<file path="src/rtl/serial_subtractor_pkg.sv">
// Shared definitions for the bit-serial subtractor: FSM state encoding and
// the sizing rule for the bit counter.
package serial_subtractor_pkg;

    localparam logic [1:0] ST_IDLE  = 2'd0;
    localparam logic [1:0] ST_SHIFT = 2'd1;
    localparam logic [1:0] ST_DONE  = 2'd2;

    // Bit-counter width: enough to count WIDTH bits, never narrower than 1.
    function automatic int cnt_width(input int width);
        int w;
        w = $clog2(width);
        if (w < 1) begin
            w = 1;
        end else begin
            w = w;
        end
        return w;
    endfunction

endpackage

</file>
<file path="src/rtl/serial_subtractor_if.sv">
// Operand/result bundle of the serial subtractor; the master issues
// operands and start, the slave returns the difference and status.
interface serial_subtractor_if #(
    parameter int WIDTH = 8
);
    logic             start;
    logic [WIDTH-1:0] a;
    logic [WIDTH-1:0] b;
    logic             bin;
    logic             busy;
    logic             done;
    logic [WIDTH-1:0] diff;
    logic             bout;

    modport master (
        output start, a, b, bin,
        input  busy, done, diff, bout
    );

    modport slave (
        input  start, a, b, bin,
        output busy, done, diff, bout
    );
endinterface

</file>
<file path="src/rtl/serial_subtractor_restador.sv">
// 1-bit full-subtractor cell: r = a - b - cin, cout is the borrow out.
module restador (
    input  logic a,
    input  logic b,
    input  logic cin,
    output logic r,
    output logic cout
);

    // Difference bit and borrow for one bit position.
    always_comb begin
        r    = a ^ b ^ cin;
        cout = (~a & b) | (~a & cin) | (b & cin);
    end

endmodule

</file>
<file path="src/rtl/serial_subtractor.sv">
// Bit-serial subtractor: computes a - b - bin one bit per clock, LSB first,
// through a single restador cell and a borrow flop.
module serial_subtractor
    import serial_subtractor_pkg::*;
#(
    parameter int WIDTH = 8
) (
    input  logic             clk,
    input  logic             rst,
    serial_subtractor_if.slave bus
);

    localparam int            CW       = cnt_width(WIDTH);
    localparam logic [CW-1:0] CNT_LAST = CW'(WIDTH - 1);
    localparam logic [CW-1:0] CNT_ONE  = CW'(1);

    logic [1:0]       state_r;
    logic [WIDTH-1:0] a_sh_r;
    logic [WIDTH-1:0] b_sh_r;
    logic [WIDTH-1:0] res_sh_r;
    logic [WIDTH-1:0] res_nxt_s;
    logic [WIDTH-1:0] diff_r;
    logic [CW-1:0]    cnt_r;
    logic             brw_r;
    logic             bout_r;
    logic             busy_r;
    logic             done_r;
    logic             r_s;
    logic             cout_s;

    restador u_cell (
        .a    (a_sh_r[0]),
        .b    (b_sh_r[0]),
        .cin  (brw_r),
        .r    (r_s),
        .cout (cout_s)
    );

    // Result register with this cycle's difference bit entering at the MSB.
    always_comb begin
        res_nxt_s          = res_sh_r >> 1'b1;
        res_nxt_s[WIDTH-1] = r_s;
    end

    // FSM, operand shifters, borrow flop, counter and output registers.
    always_ff @(posedge clk) begin
        if (rst) begin
            state_r  <= ST_IDLE;
            a_sh_r   <= {WIDTH{1'b0}};
            b_sh_r   <= {WIDTH{1'b0}};
            res_sh_r <= {WIDTH{1'b0}};
            diff_r   <= {WIDTH{1'b0}};
            cnt_r    <= {CW{1'b0}};
            brw_r    <= 1'b0;
            bout_r   <= 1'b0;
            busy_r   <= 1'b0;
            done_r   <= 1'b0;
        end else begin
            done_r <= 1'b0;
            case (state_r)
                ST_IDLE, ST_DONE: begin
                    // DONE accepts start too, giving back-to-back operation.
                    if (bus.start) begin
                        a_sh_r   <= bus.a;
                        b_sh_r   <= bus.b;
                        brw_r    <= bus.bin;
                        res_sh_r <= {WIDTH{1'b0}};
                        cnt_r    <= {CW{1'b0}};
                        busy_r   <= 1'b1;
                        state_r  <= ST_SHIFT;
                    end else begin
                        busy_r   <= 1'b0;
                        state_r  <= ST_IDLE;
                    end
                end
                ST_SHIFT: begin
                    a_sh_r   <= a_sh_r >> 1'b1;
                    b_sh_r   <= b_sh_r >> 1'b1;
                    res_sh_r <= res_nxt_s;
                    brw_r    <= cout_s;
                    cnt_r    <= cnt_r + CNT_ONE;
                    if (cnt_r == CNT_LAST) begin
                        diff_r  <= res_nxt_s;
                        bout_r  <= cout_s;
                        done_r  <= 1'b1;
                        busy_r  <= 1'b0;
                        state_r <= ST_DONE;
                    end else begin
                        busy_r  <= 1'b1;
                        state_r <= ST_SHIFT;
                    end
                end
                default: begin
                    busy_r  <= 1'b0;
                    state_r <= ST_IDLE;
                end
            endcase
        end
    end

    assign bus.busy = busy_r;
    assign bus.done = done_r;
    assign bus.diff = diff_r;
    assign bus.bout = bout_r;

endmodule
</file>
<file path="src/flat_wrapper.sv">
// flat-port wrapper written by rule: the top's interface ports become plain ports
module serial_subtractor_flat import serial_subtractor_pkg::*;
#(
    parameter int WIDTH = 8
)
  (clk, rst, bus_start, bus_a, bus_b, bus_bin, bus_busy, bus_done, bus_diff, bus_bout);
  serial_subtractor_if #(.WIDTH(WIDTH)) bus_i ();
  input  logic clk;
  input  logic rst;
  input wire logic [$bits(bus_i.start)-1:0] bus_start;
  input wire logic [$bits(bus_i.a)-1:0] bus_a;
  input wire logic [$bits(bus_i.b)-1:0] bus_b;
  input wire logic [$bits(bus_i.bin)-1:0] bus_bin;
  output wire logic [$bits(bus_i.busy)-1:0] bus_busy;
  output wire logic [$bits(bus_i.done)-1:0] bus_done;
  output wire logic [$bits(bus_i.diff)-1:0] bus_diff;
  output wire logic [$bits(bus_i.bout)-1:0] bus_bout;
  assign bus_i.start = bus_start;
  assign bus_i.a = bus_a;
  assign bus_i.b = bus_b;
  assign bus_i.bin = bus_bin;
  assign bus_busy = bus_i.busy;
  assign bus_done = bus_i.done;
  assign bus_diff = bus_i.diff;
  assign bus_bout = bus_i.bout;
  serial_subtractor #(.WIDTH(WIDTH)) u_core (.clk(clk), .rst(rst), .bus(bus_i));
endmodule
</file>
<file path="config.mk">
export PLATFORM = sky130hd
export DESIGN_NAME = serial_subtractor_flat
export DESIGN_NICKNAME = d
export VERILOG_FILES = /design/src/rtl/serial_subtractor_pkg.sv /design/src/rtl/serial_subtractor_if.sv /design/src/rtl/serial_subtractor_restador.sv /design/src/rtl/serial_subtractor.sv /design/src/flat_wrapper.sv
export SDC_FILE = /design/constraint.sdc
export NUM_CORES = 1
export LEC_CHECK = 0
export CORE_MARGIN = 5
export CORE_UTILIZATION = 35
export DETAILED_ROUTE_END_ITERATION = 10
export HOLD_SLACK_MARGIN = 0.15
export PLACE_DENSITY = 0.61
export SLEW_MARGIN = 20
export SYNTH_ARGS = -nofsm -noshare
export SYNTH_HDL_FRONTEND = slang
export SYNTH_SLANG_ARGS = --single-unit
</file>
<file path="constraint.sdc">
create_clock -name clk -period 1.5 [get_ports clk]
set_input_delay 0.225 -clock clk [delete_from_list [all_inputs] [get_ports clk]]
set_output_delay 0.225 -clock clk [all_outputs]
set_load 0.02 [all_outputs]
</file>
==> flow_summary.yaml, run 1 <==
timing:
  fmax_ghz: 0.6866
  skew_ns: 0.004250
  finalSetupViolCount: 0
  maxSlewHeadroom_pct: 79.49
  final.min_clock_period_ns: 1.457
  report.final.slew_viol_count: 0
  fin_setup_tns_ns: 0
  hold_violations: 0
  tightest_slew_ns: 0.3077
  rsz0062_at_grt: "false"
  period_share_pct: 97.10
  holdWs_ns: 0.4527
clocking:
  cts_tree: "built"
  clk_root_buffer_cell: "clkbuf_8"
  cts_buffer_depth: 2
  clkSinkCount: 39
  numCtsBuffers: 5
  htree_levels: 2
  cts.clk_slew.worst_paths_ns: 0.08
  ctsHoldBuffers: 0
  insertion_delay_ns: 0.29
route:
  drt-pass1-iter-count: 4
  routed_wl_um: 3205
  drc_errors: 0
  drtAntennaViolNets: 0
  via_per_inst: 4.923
  first_iter_violations: 107
  routedWlPerCell_um: 11.78
  via_count: 1339
pwr:
  intPower_mw: 1.544
  switching_power_uw: 546.0
  ir_drop_v: 0.0004873
  total_leakage_power_nw: 0.7791
  comb_power_share_pct: 14.0
  power_density_mw_per_mm2: 1009
  seqPwrFrac_pct: 53.4
  clkPwrFrac_pct: 32.6
  swShare_pct: 26.13
yosys:
  syn-num-nets: 214
  synthTopCellsByCount: "nand2_1 (48), dfxtp_1 (39), a21oi_1 (21)"
  syn_inst: 191
  ys.flop_type: "dfxtp_1"
  yosysMostFrequentCell: "nand2_1"
  synth_top_area_share_pct: 47.96
  ys_async_sr_fraction_pct: 0
  synthesis.area_mm2: 0.001628
  synth_seq_cells: 39
  synth-warning-count: 0
  ys_types: 20
  seq_area_frac_synth_pct: 47.96
  avgSynthCellArea_um2: 8.523
  synth_top_area_cell: "dfxtp_1"
  ys_top_cells_by_area: "dfxtp_1 (48%), nand2_1 (11%), a21oi_1 (6.5%)"
  synth_edf_count: 0
floorplan:
  die_area_mm2: 0.006114
  floorplan.initialDensity_pct: 36.63
  fp.dieW_um: 78.20
  core_mm2: 0.004444
  chipHeight_um: 78.20
  rows: 24
  pin_count: 31
global_route:
  grt_pass1_wl_um: 5547
  grt_max_degree: 44
  antenna_found_initial: 0
  track_usage_pct: 11.23
  overflow: 0
  grt_pass1_vias: 1231
finish:
  syn_to_final_growth_pct: 27.21
  fillers: 463
  multi_input_area_um2: 735.7
  nNetsFinal: 242
  layout-drive-gt1-share_pct: 10.45
  n_antenna_cell: 0
  fin_util_pct: 46.59
  register_area_um2: 780.7
worst_setup_path:
  startpoint_type: "flip-flop"
  cp_max_fo: 2
  cp_top_family: "buffers and inverters"
  slowest_delay_ns: 0.60
  critical_path_class: "flip-flop to primary output"
  worst_ep_arrival_time_ns: 1.23
  crit_buf_inv: 1
  path_cells: "clkdlybuf4s50_1"
  cp_data_required_time_ns: 1.27
  cp-end-kind: "primary output"
  critPathSlowestCell: "clkdlybuf4s50_1"
place:
  portBuffers: 30
  hpwl_um: 1963
  finalWeightedCongestion: 0.7081
run_status:
  status: "completed"
worst_hold_path:
  hold_path.class: "flip-flop to flip-flop"
run:
  max_cap_violations: 0
metrics by stage:
stage | cell area (µm²) | std cells | setup WS (ns) | power (mW)
floorplan | 1628 | 191 | 0.2667 | 1.339
global placement | 1968 | 262 | 0.02806 | 1.435
detailed placement | 1968 | 262 | 0.006662 | 1.436
CTS | 2051 | 270 | 0.02786 | 2.117
global route | 2071 | 272 | 0.004167 | 2.200
finish | 2071 | 272 | 0.04347 | 2.090
cells by family after synthesis:
| kind of cell | share of synthesized area (%) |
|---|---|
| and+or+nand+nor | 24.21 |
| adders and majority gates | 2.767 |
| buffers and inverters | 6.840 |
| AOI/OAI and AO/OA | 18.22 |
| DFF | 47.96 |
power by group through the flow:
| stage | Sequential [mW] | Clock [mW] | Combinational (mW) |
|---|---|---|---|
| final | 1.12 | 0.681 | 0.292 |
| after global routing | 1.12 | 0.749 | 0.330 |
| after CTS | 1.12 | 0.706 | 0.296 |
| after detailed placement | 1.14 | 0 | 0.297 |
| after global placement | 1.14 | 0 | 0.297 |
| after floorplan | 1.14 | 0 | 0.203 |
final cells by class:
type	instances	area share, %
Multi-Input combinational cell	134	35.53
Inverter	1	0.1813
Sequential cell	39	37.70
Clock inverter	3	0.7251
Tap cell	52	3.142
Clock buffer	5	3.323
Timing Repair Buffer	38	19.40
per-layer routing:
metal / vias to the layer above / share of wire [%] / global-route usage [%]
li1: 706 / - / -
met1: 596 / 49 / 13.46
met2: 31 / 42 / 18.24
met3: 6 / 7.2 / 5.034
met4: 0 / 0.90 / 3.147
met5: - / 0 / 0
sequential cells by signal, indices dropped and copies added (netlist names):
| name | cells |
|---|---|
| u_core.bus.diff | 8 |
| u_core.bus.done | 1 |
| u_core.state_r | 2 |
| u_core.b_sh_r | 8 |
| u_core.brw_r | 1 |
| u_core.a_sh_r | 8 |
| u_core.res_sh_r | 7 |
| u_core.cnt_r | 3 |
| u_core.bus.bout | 1 |
worst paths after layout:
check | start | endpoint | slack (ns) | depth (start not counted)
worst min-delay path | u_core.bus.diff[2] | u_core.bus.diff[2] | 0.45 | 2
worst min register to register | u_core.bus.diff[2] | u_core.bus.diff[2] | 0.45 | 2
worst max-delay path | u_core.bus.diff[1] | bus_diff[1] | 0.04 | 1
worst max register to register | u_core.state_r[0] | u_core.bus.diff[0] | 0.25 | 4
cells in the final DEF, fill, tap and decap left out, drive strengths merged:
| cell | count |
|---|---|
| nand2 | 48 |
| dfxtp | 39 |
| clkdlybuf4s50 | 27 |
| a21oi | 21 |
| nand3 | 20 |
| nor2 | 18 |
| a311oi | 16 |
| buf | 8 |
| clkbuf | 5 |
| nand2b | 4 |
| clkinv | 3 |
| ha | 2 |
| dlymetal6s2s | 2 |
| inv | 1 |
| and2b | 1 |
| nand3b | 1 |
| nor2b | 1 |
| o21a | 1 |
| fa | 1 |
| dlygate4sd2 | 1 |
repair_timing:
item / in CTS / in global routing
endpoints found under the hold margin: 0 / 0
buffers inserted: 0 / 2
endpoints found under the setup margin: 1 / 3
resized for setup: 1 / 2
No activity file was read; power rests on OpenSTA's default activity.
==> run 2: changes to the inputs <==
- HOLD_SLACK_MARGIN: 0.15 -> not set
==> results of run 2 <==
Same layout as run 1: the final DEF is identical, and so are final timing and power.
==> run 3: changes to the inputs <==
- CTS_CLUSTER_DIAMETER: not set -> 40
- GPL_ROUTABILITY_DRIVEN: not set -> 0
==> results of run 3 <==
Same layout as run 1: the final DEF is identical, and so are final timing and power.
